===== config.mk =====
export PLATFORM = sky130hd
export DESIGN_NAME = skip_counter
export DESIGN_NICKNAME = d
export VERILOG_FILES = /design/src/rtl/skip_counter_pkg.sv /design/src/rtl/skip_counter_step.sv /design/src/rtl/skip_counter.sv
export SDC_FILE = /design/constraint.sdc
export NUM_CORES = 1
export LEC_CHECK = 0
export ABC_AREA = 1
export ABC_CLOCK_PERIOD_IN_PS = 6300
export BUFFER_PORTS_ARGS = -buffer_cell sky130_fd_sc_hd__buf_2
export CORE_MARGIN = 2
export CORE_UTILIZATION = 45
export CTS_BUF_LIST = sky130_fd_sc_hd__clkbuf_8 sky130_fd_sc_hd__clkbuf_16
export DETAILED_ROUTE_END_ITERATION = 6
export GPL_TIMING_DRIVEN = 0
export PLACE_DENSITY = 0.75
export SYNTH_ARGS = -nofsm -noshare
export SYNTH_HDL_FRONTEND = slang
export SYNTH_SLANG_ARGS = --single-unit

===== constraint.sdc =====
create_clock -name clk -period 6.3 [get_ports clk]
set_input_delay 0.315 -clock clk [delete_from_list [all_inputs] [get_ports clk]]
set_output_delay 0.315 -clock clk [all_outputs]
set_load 0.005 [all_outputs]

===== src/rtl/skip_counter_pkg.sv =====
// Shared constants and the configuration record for the skip_counter family.
// cfg_t is sized from the default widths; the top checks that its parameters match.
package skip_counter_pkg;

   localparam int unsigned WIDTH_DEF     = 8;
   localparam int unsigned MOD_W_DEF     = 4;
   localparam int unsigned MOD_RST_DEF   = 3;
   localparam int unsigned LIMIT_RST_DEF = (2 ** WIDTH_DEF) - 2;

   typedef struct packed {
      logic [MOD_W_DEF-1:0] mod;
      logic [WIDTH_DEF-1:0] limit;
   } cfg_t;

endpackage


===== src/rtl/skip_counter_step.sv =====
// Combinational next-state function of the skip counter.
// The residue tracks count mod act_mod incrementally, so no divider is needed.
module skip_counter_step #(
   parameter int unsigned WIDTH = 8,
   parameter int unsigned MOD_W = 4
) (
   input  logic [WIDTH-1:0] count,
   input  logic [MOD_W-1:0] res,
   input  logic [MOD_W-1:0] act_mod,
   input  logic [WIDTH-1:0] act_limit,
   output logic [WIDTH-1:0] count_nxt,
   output logic [MOD_W-1:0] res_nxt,
   output logic             skip,
   output logic             wrap
);

   logic [WIDTH:0]   cand_s;
   logic [MOD_W-1:0] res_c_s;
   logic             skip_en_s;

   // Candidate step, then wrap check against the limit in WIDTH+1 bits.
   always_comb begin
      skip_en_s = (act_mod >= MOD_W'(2));
      cand_s    = {1'b0, count} + (WIDTH+1)'(1);
      res_c_s   = '0;
      skip      = 1'b0;
      if (skip_en_s) begin
         if (res == (act_mod - MOD_W'(1))) begin
            cand_s  = {1'b0, count} + (WIDTH+1)'(2);
            res_c_s = MOD_W'(1);
            skip    = 1'b1;
         end else begin
            res_c_s = res + MOD_W'(1);
         end
      end else begin
         res_c_s = '0;
      end
      if (cand_s > {1'b0, act_limit}) begin
         count_nxt = '0;
         res_nxt   = '0;
         wrap      = 1'b1;
      end else begin
         count_nxt = cand_s[WIDTH-1:0];
         res_nxt   = res_c_s;
         wrap      = 1'b0;
      end
   end

endmodule


===== src/rtl/skip_counter.sv =====
// Free-running counter that steps over non-zero multiples of a programmable modulus.
// New modulus/limit arrive by valid/ready and take effect only when count returns to 0.
module skip_counter
   import skip_counter_pkg::*;
#(
   parameter int unsigned WIDTH     = WIDTH_DEF,
   parameter int unsigned MOD_W     = MOD_W_DEF,
   parameter int unsigned MOD_RST   = MOD_RST_DEF,
   parameter int unsigned LIMIT_RST = (2 ** WIDTH) - 2
) (
   input  logic             clk,
   input  logic             rst,
   input  logic             en,
   input  logic             cfg_valid,
   output logic             cfg_ready,
   input  logic [MOD_W-1:0] cfg_mod,
   input  logic [WIDTH-1:0] cfg_limit,
   output logic [WIDTH-1:0] count,
   output logic             wrap,
   output logic             skip,
   output logic [MOD_W-1:0] act_mod,
   output logic [WIDTH-1:0] act_limit
);

   if ((WIDTH != WIDTH_DEF) || (MOD_W != MOD_W_DEF)) begin : g_bad_width
      $error("skip_counter: WIDTH/MOD_W must match skip_counter_pkg cfg_t");
   end

   logic [WIDTH-1:0] count_q, count_d;
   logic [MOD_W-1:0] res_q, res_d;
   logic             wrap_q, wrap_d;
   logic             skip_q, skip_d;
   cfg_t             act_q, act_d;
   cfg_t             pend_q, pend_d;
   logic             pend_valid_q, pend_valid_d;
   logic             cfg_ready_q, cfg_ready_d;
   logic             apply_s;

   logic [WIDTH-1:0] stp_count_s;
   logic [MOD_W-1:0] stp_res_s;
   logic             stp_skip_s;
   logic             stp_wrap_s;

   skip_counter_step #(
      .WIDTH (WIDTH),
      .MOD_W (MOD_W)
   ) u_step (
      .count     (count_q),
      .res       (res_q),
      .act_mod   (act_q.mod),
      .act_limit (act_q.limit),
      .count_nxt (stp_count_s),
      .res_nxt   (stp_res_s),
      .skip      (stp_skip_s),
      .wrap      (stp_wrap_s)
   );

   // Count advance, config apply and config acceptance.
   always_comb begin
      count_d      = count_q;
      res_d        = res_q;
      wrap_d       = 1'b0;
      skip_d       = 1'b0;
      act_d        = act_q;
      pend_d       = pend_q;
      pend_valid_d = pend_valid_q;
      if (en) begin
         count_d = stp_count_s;
         res_d   = stp_res_s;
         wrap_d  = stp_wrap_s;
         skip_d  = stp_skip_s;
      end else begin
         count_d = count_q;
         res_d   = res_q;
      end
      // Apply needs an already-held pending slot, so it never collides with acceptance.
      apply_s = pend_valid_q && (en ? stp_wrap_s : (count_q == '0));
      if (apply_s) begin
         act_d        = pend_q;
         pend_valid_d = 1'b0;
      end else if (cfg_valid && cfg_ready_q) begin
         pend_d.mod   = cfg_mod;
         pend_d.limit = cfg_limit;
         pend_valid_d = 1'b1;
      end else begin
         pend_valid_d = pend_valid_q;
      end
      cfg_ready_d = !pend_valid_d;
   end

   // State registers with synchronous reset.
   always_ff @(posedge clk) begin
      if (rst) begin
         count_q      <= '0;
         res_q        <= '0;
         wrap_q       <= 1'b0;
         skip_q       <= 1'b0;
         act_q.mod    <= MOD_W'(MOD_RST);
         act_q.limit  <= WIDTH'(LIMIT_RST);
         pend_q       <= '0;
         pend_valid_q <= 1'b0;
         cfg_ready_q  <= 1'b1;
      end else begin
         count_q      <= count_d;
         res_q        <= res_d;
         wrap_q       <= wrap_d;
         skip_q       <= skip_d;
         act_q        <= act_d;
         pend_q       <= pend_d;
         pend_valid_q <= pend_valid_d;
         cfg_ready_q  <= cfg_ready_d;
      end
   end

   assign count     = count_q;
   assign wrap      = wrap_q;
   assign skip      = skip_q;
   assign act_mod   = act_q.mod;
   assign act_limit = act_q.limit;
   assign cfg_ready = cfg_ready_q;

endmodule


=== After elaboration in Yosys (flattened, before gate mapping) ===
Index checks and enable logic that the tools add are counted.

* Logic and storage cells: 38
* Register bits: 40

* Equal/unequal tests: 1
* Multiplexer cells: 11
* Bitwise gates (word level): 3
* $add $sub $neg: 4
* Reduce and logical (&&, ||, !) cells: 7
* $lt $le $gt $ge: 2

{| class="wikitable"
|+ Operator list
! cell !! count
|-
| two-way mux 9 bit || 2
|-
| two-way mux 4 bit || 3
|-
| adder 8 x 1 -> 9 bit, second input constant || 1
|-
| adder 8 x 2 -> 9 bit, second input constant || 1
|-
| > comparator 9 x 8 -> 1 bit || 1
|-
| zero test 8 bit || 1
|-
| two-way mux 8 bit || 1
|-
| two-way mux 1 bit || 5
|-
| adder 4 x 1 -> 4 bit, second input constant || 1
|-
| == test 4 bit || 1
|-
| greater-or-equal comparator 4 x 2 -> 1 bit, second input constant || 1
|-
| subtractor 4 x 1 -> 4 bit, second input constant || 1
|-
| inverter 1 bit || 3
|-
| OR reduction 3 bit || 1
|-
| logical AND 1 bit || 2
|-
| AND reduction 2 bit || 1
|-
| OR reduction 2 bit || 1
|-
| zero test 1 bit || 1
|}

=== Logic depth before layout (Yosys ltp) ===
* Depth in word-level cells: 10
* Gate-level depth with buffers: 30
* Mapped depth without buffers: 28

=== Cells and area by module ===
Synthesis repeated with hierarchy kept, for this count alone.

* Cell total of the unflattened synthesis: 390
* Area, all modules: 2532.4 um^2

{| class="wikitable"
|+ Modules (own cells, without submodules)
! module !! cells each !! area an instance (um^2) !! seq. area each (um^2) !! instances
|-
| skip_counter || 205 || 1552.7 || 800.8 || 1
|-
| skip_counter_step || 185 || 979.7 || 0.0 || 1
|}

=== Worst setup path after synthesis ===
No wires, ideal clock.

* Path type: reg-to-reg
* From: reg act_q, in the netlist act_mod[0]
* To: reg pend_q[0] in the netlist's numbering
* Library setup time: 0.115 ns
* Arrival: 2.911 ns
* Stages on the path, launching flop included: 28
* Path buffers: 2
* Setup slack: 3.274 ns
* Required time: 6.185 ns
* Cells stage by stage: dfxtp_1 -> inv_1 -> ha_1 -> nand2_1 -> inv_1 -> nor2_1 -> nand2_1 -> nor2_4 -> nand3_4 -> nand2_1 -> nand2_2 -> xor2_1 -> ha_1 -> nand2_1 -> nor2_1 -> nand2_1 -> nand3_1 -> nand2_1 -> nand2_1 -> nand2_1 -> nand2_1 -> nand2_1 -> nand3_2 -> nand2_2 -> buf_6 -> buf_6 -> a21oi_1 -> nor2_1

* Word-level cells in the longest chain between the ends: 10

{| class="wikitable"
|+ Ends and longest elaborated chain
! item !! RTL line !! source
|-
| start, declared || skip_counter.sv:33 || <nowiki>cfg_t act_q, act_d;</nowiki>
|-
| start signal, assigned || skip_counter.sv:108 || <nowiki>act_q <= act_d;</nowiki>
|-
| subtractor 4 x 1 -> 4 bit || skip_counter_step.sv:28 || <nowiki>if (res == (act_mod - MOD_W'(1))) begin</nowiki>
|-
| == test 4 bit || skip_counter_step.sv:28 ||
|-
| two-way mux 9 bit || skip_counter_step.sv:28 ||
|-
| two-way mux 9 bit (*) || skip_counter_step.sv:27 || <nowiki>if (skip_en_s) begin</nowiki>
|-
| > comparator 9 x 8 -> 1 bit (*) || skip_counter_step.sv:38 || <nowiki>if (cand_s > {1'b0, act_limit}) begin</nowiki>
|-
| two-way mux 1 bit (*) || skip_counter_step.sv:38 ||
|-
| two-way mux 1 bit (*) || skip_counter.sv:77 || <nowiki>apply_s = pend_valid_q && (en ? stp_wrap_s : (count_q == '0));</nowiki>
|-
| logical AND 1 bit (*) || skip_counter.sv:77 ||
|-
| inverter 1 bit (no source line) (*) || n/a ||
|-
| AND reduction 2 bit (no source line) (*) || n/a ||
|-
| end signal, assigned || skip_counter.sv:109 || <nowiki>pend_q <= pend_d;</nowiki>
|-
| end, declared || skip_counter.sv:34 || <nowiki>cfg_t pend_q, pend_d;</nowiki>
|}

Mark *: on every way between the ends. The rest lies on a longest branch, timed or not.
A chain may end at the register's enable or synchronous reset.

=== Worst setup path after layout ===
* From: reg act_q, in the netlist act_mod[0]
* To: reg pend_q[6] in the netlist's numbering

Same word-level chain as after synthesis.

==> flow_summary.ini <==
[setup_path]
path_class = flip-flop to flip-flop
crit_slowest_cell = dfxtp_1
crit_family = simple AND/OR/NAND/NOR gates
crit_path_frequent_cell = nand2_1
reg2reg_from = act_mod[0]
slowest_delay_ns = 0.41
cp.arrival_ns = 3.60
worstSetupEndpointType = flip-flop
cp.depth = 28
start_kind = flip-flop
rr_endpoint = pend_q[6]
worstPathRequired_ns = 6.49
ff2ff_path_depth = 28
crit_buf_inv = 6
ff2ff_setup_slack_ns = 2.89
path_max_fanout = 10

[place]
hpwlAfterDp_um = 3650
io_buffers = 37
placed_area_mm2 = 0.00255
place.gp.congestion = 0.897
dpl_worst_slack_ns = 2.91

[drt]
viasPerCell = 4.69
drc = 0
wl_per_cell_um = 10.5
drtIter0Drc = 118
dr.pass1.iters = 4
ant_nets = 0
finalWirelength_um = 4750
num_vias = 2113

[clocking]
cts_sinks = 40
hold_buffers = 0
cts_tree = yes
cts.repair.resized = 0
clock_latency_ns = 0.29
htree_levels = 2
clk_pin_slew_ns = 0.07
cts.path.max_buffers = 2
cts_root_buffer = clkbuf_8
cts-buffers-inserted = 5
cts_setup_buffers = 0

[pwr]
p_leak_nw = 1.41
ir_drop_uv = 119
power_per_cell_area_mw_per_mm2 = 239

[yosys]
synth_top_cell_by_area = dfxtp_1
synth_nets = 370
seq_area_frac_synth = 0.350
syn-cell-area_mm2 = 0.00229
syn_avg_cell_area_um2 = 6.72
ys_types = 26
netlist_instances = 340
yosys-top-cells-area = dfxtp_1, nand2_1, inv_1
yosys_register_bits = 40
yosys.area.top_type_share = 0.350
yosys_warnings = 0

[global_route]
grt_usage = 0.188
globalRoute.totalOverflow = 0
groute.layer.met3.usage = 0.0402
grt_pass1_vias = 1786
use_met1 = 0.248
busiest_layer = met2
grt_pass1_wl_um = 8140
grt.met2_usage = 0.308
grt_antenna_before_repair = 0
grt_max_degree = 13

[floorplan]
die_area_mm2 = 0.00567
initial_core_util = 0.475
coreArea_mm2 = 0.00482
die_y_um = 75.3
die_x_um = 75.3
row_count = 25
num_io_pins = 39

[timing]
slew_violations = 0
setup_tns_ns = 0
tightest_slew_ns = 0.486
setup_slack_ns = 2.89
post-route-period-util = 0.541
period_needed_ns = 3.41
slew_headroom = 0.676
finalHoldViolations = 0
max_freq_mhz = 294
rsz0062_at_grt = false
fin_worst_skew_ns = 0.00239
holdWs_ns = 0.328
setup_viol = 0

[layout]
syn_to_final_growth_pct = 15.3
layout_commonest_cell = nand2_1
nets = 414
final_cell_mix = nand2_1, inv_1, buf_2, dfxtp_1, nor2_1
fin_util = 0.547
antenna_cells = 0
layout-drive-gt1-share = 0.154
final_area_mm2 = 0.00264

[hold_path]
hold_start = cfg_limit[0]
hold_end = pend_q[0]
hp-class = input pin to flip-flop
min_path_cells = 5

[run_status]
outcome = complete, no violations

[run]
maxCapViolations = 0
==> tightest hold or removal path: stages <==
cell	delay (ns)
buf_2	0.07
inv_1	0.03
nand3_1	0.06
nand2_1	0.04
nor2_1	0.07
==> registers in the layout, summed over array words and instances (netlist names) <==
signal,flops
act_mod,4
act_limit,8
wrap,1
count,8
res_q,4
cfg_ready,1
skip,1
pend_valid_q,1
pend_q,12
==> layer usage <==
layer / vias to the layer above / routed length (um)
met5: - / 0
met4: 0 / 70
met3: 6 / 273
met2: 48 / 2100
met1: 908 / 2310
li1: 1151 / -
==> Yosys cell counts, drive strengths merged <==
library cell  instances
buf                   7
a21oi                27
o211ai                1
clkinv                1
o21ai                 7
nand2                99
a21o                  1
nor4                  1
ha                   14
nand3                32
a21boi                1
nand4                 5
clkbuf                5
inv                  51
nor3                  5
xnor2                 1
xor2                 10
dfxtp                40
nor2                 32
==> logic make-up after synthesis <==
family / Yosys count / synth area share
AND/OR/NAND/NOR: 174 / 0.327
buffers and inverters: 64 / 0.120
flip-flops: 40 / 0.350
AO/OA/AOI/OAI: 37 / 0.0843
adder cells (fa/ha/maj): 14 / 0.0766
XOR/XNOR: 11 / 0.0421
==> cell type report <==
class | count | area [um^2]
inverters | 52 | 195
clock inverters | 2 | 12.5
repair buffers | 37 | 185
multi-input cells | 236 | 1210
plain buffers | 12 | 78.8
fillers | 506 | 2180
well taps | 67 | 83.8
flip-flops and latches | 40 | 801
clock buffers | 5 | 68.8
==> report_power, final <==
group	total (mW)	switching, mW	leakage (nW)	internal (mW)
combinational	0.167	0.0987	1.04	0.0680
clock	0.163	0.0883	0.0400	0.0749
sequential	0.299	0.0224	0.328	0.277
==> metrics by stage <==
step / cells / total power [mW]
floorplan: 340 / 0.423
CTS: 451 / 0.634
global route: 451 / 0.677
global placement: 444 / 0.468
finish: 451 / 0.629
detailed placement: 444 / 0.472
==> worst max-delay path by stage <==
| stage | from | end | slack [ns] |
|---|---|---|---|
| after floorplan | act_mod[0] | pend_q[0] | 3.27 |
| after global placement | act_mod[0] | act_mod[2] | 2.96 |
| after detailed placement | act_mod[0] | pend_q[6] | 2.91 |
| after CTS | act_mod[0] | pend_q[6] | 2.89 |
| after global routing | act_mod[0] | pend_q[5] | 2.47 |
| final | act_mod[0] | pend_q[6] | 2.89 |
Power figures use the tool's default switching activity.
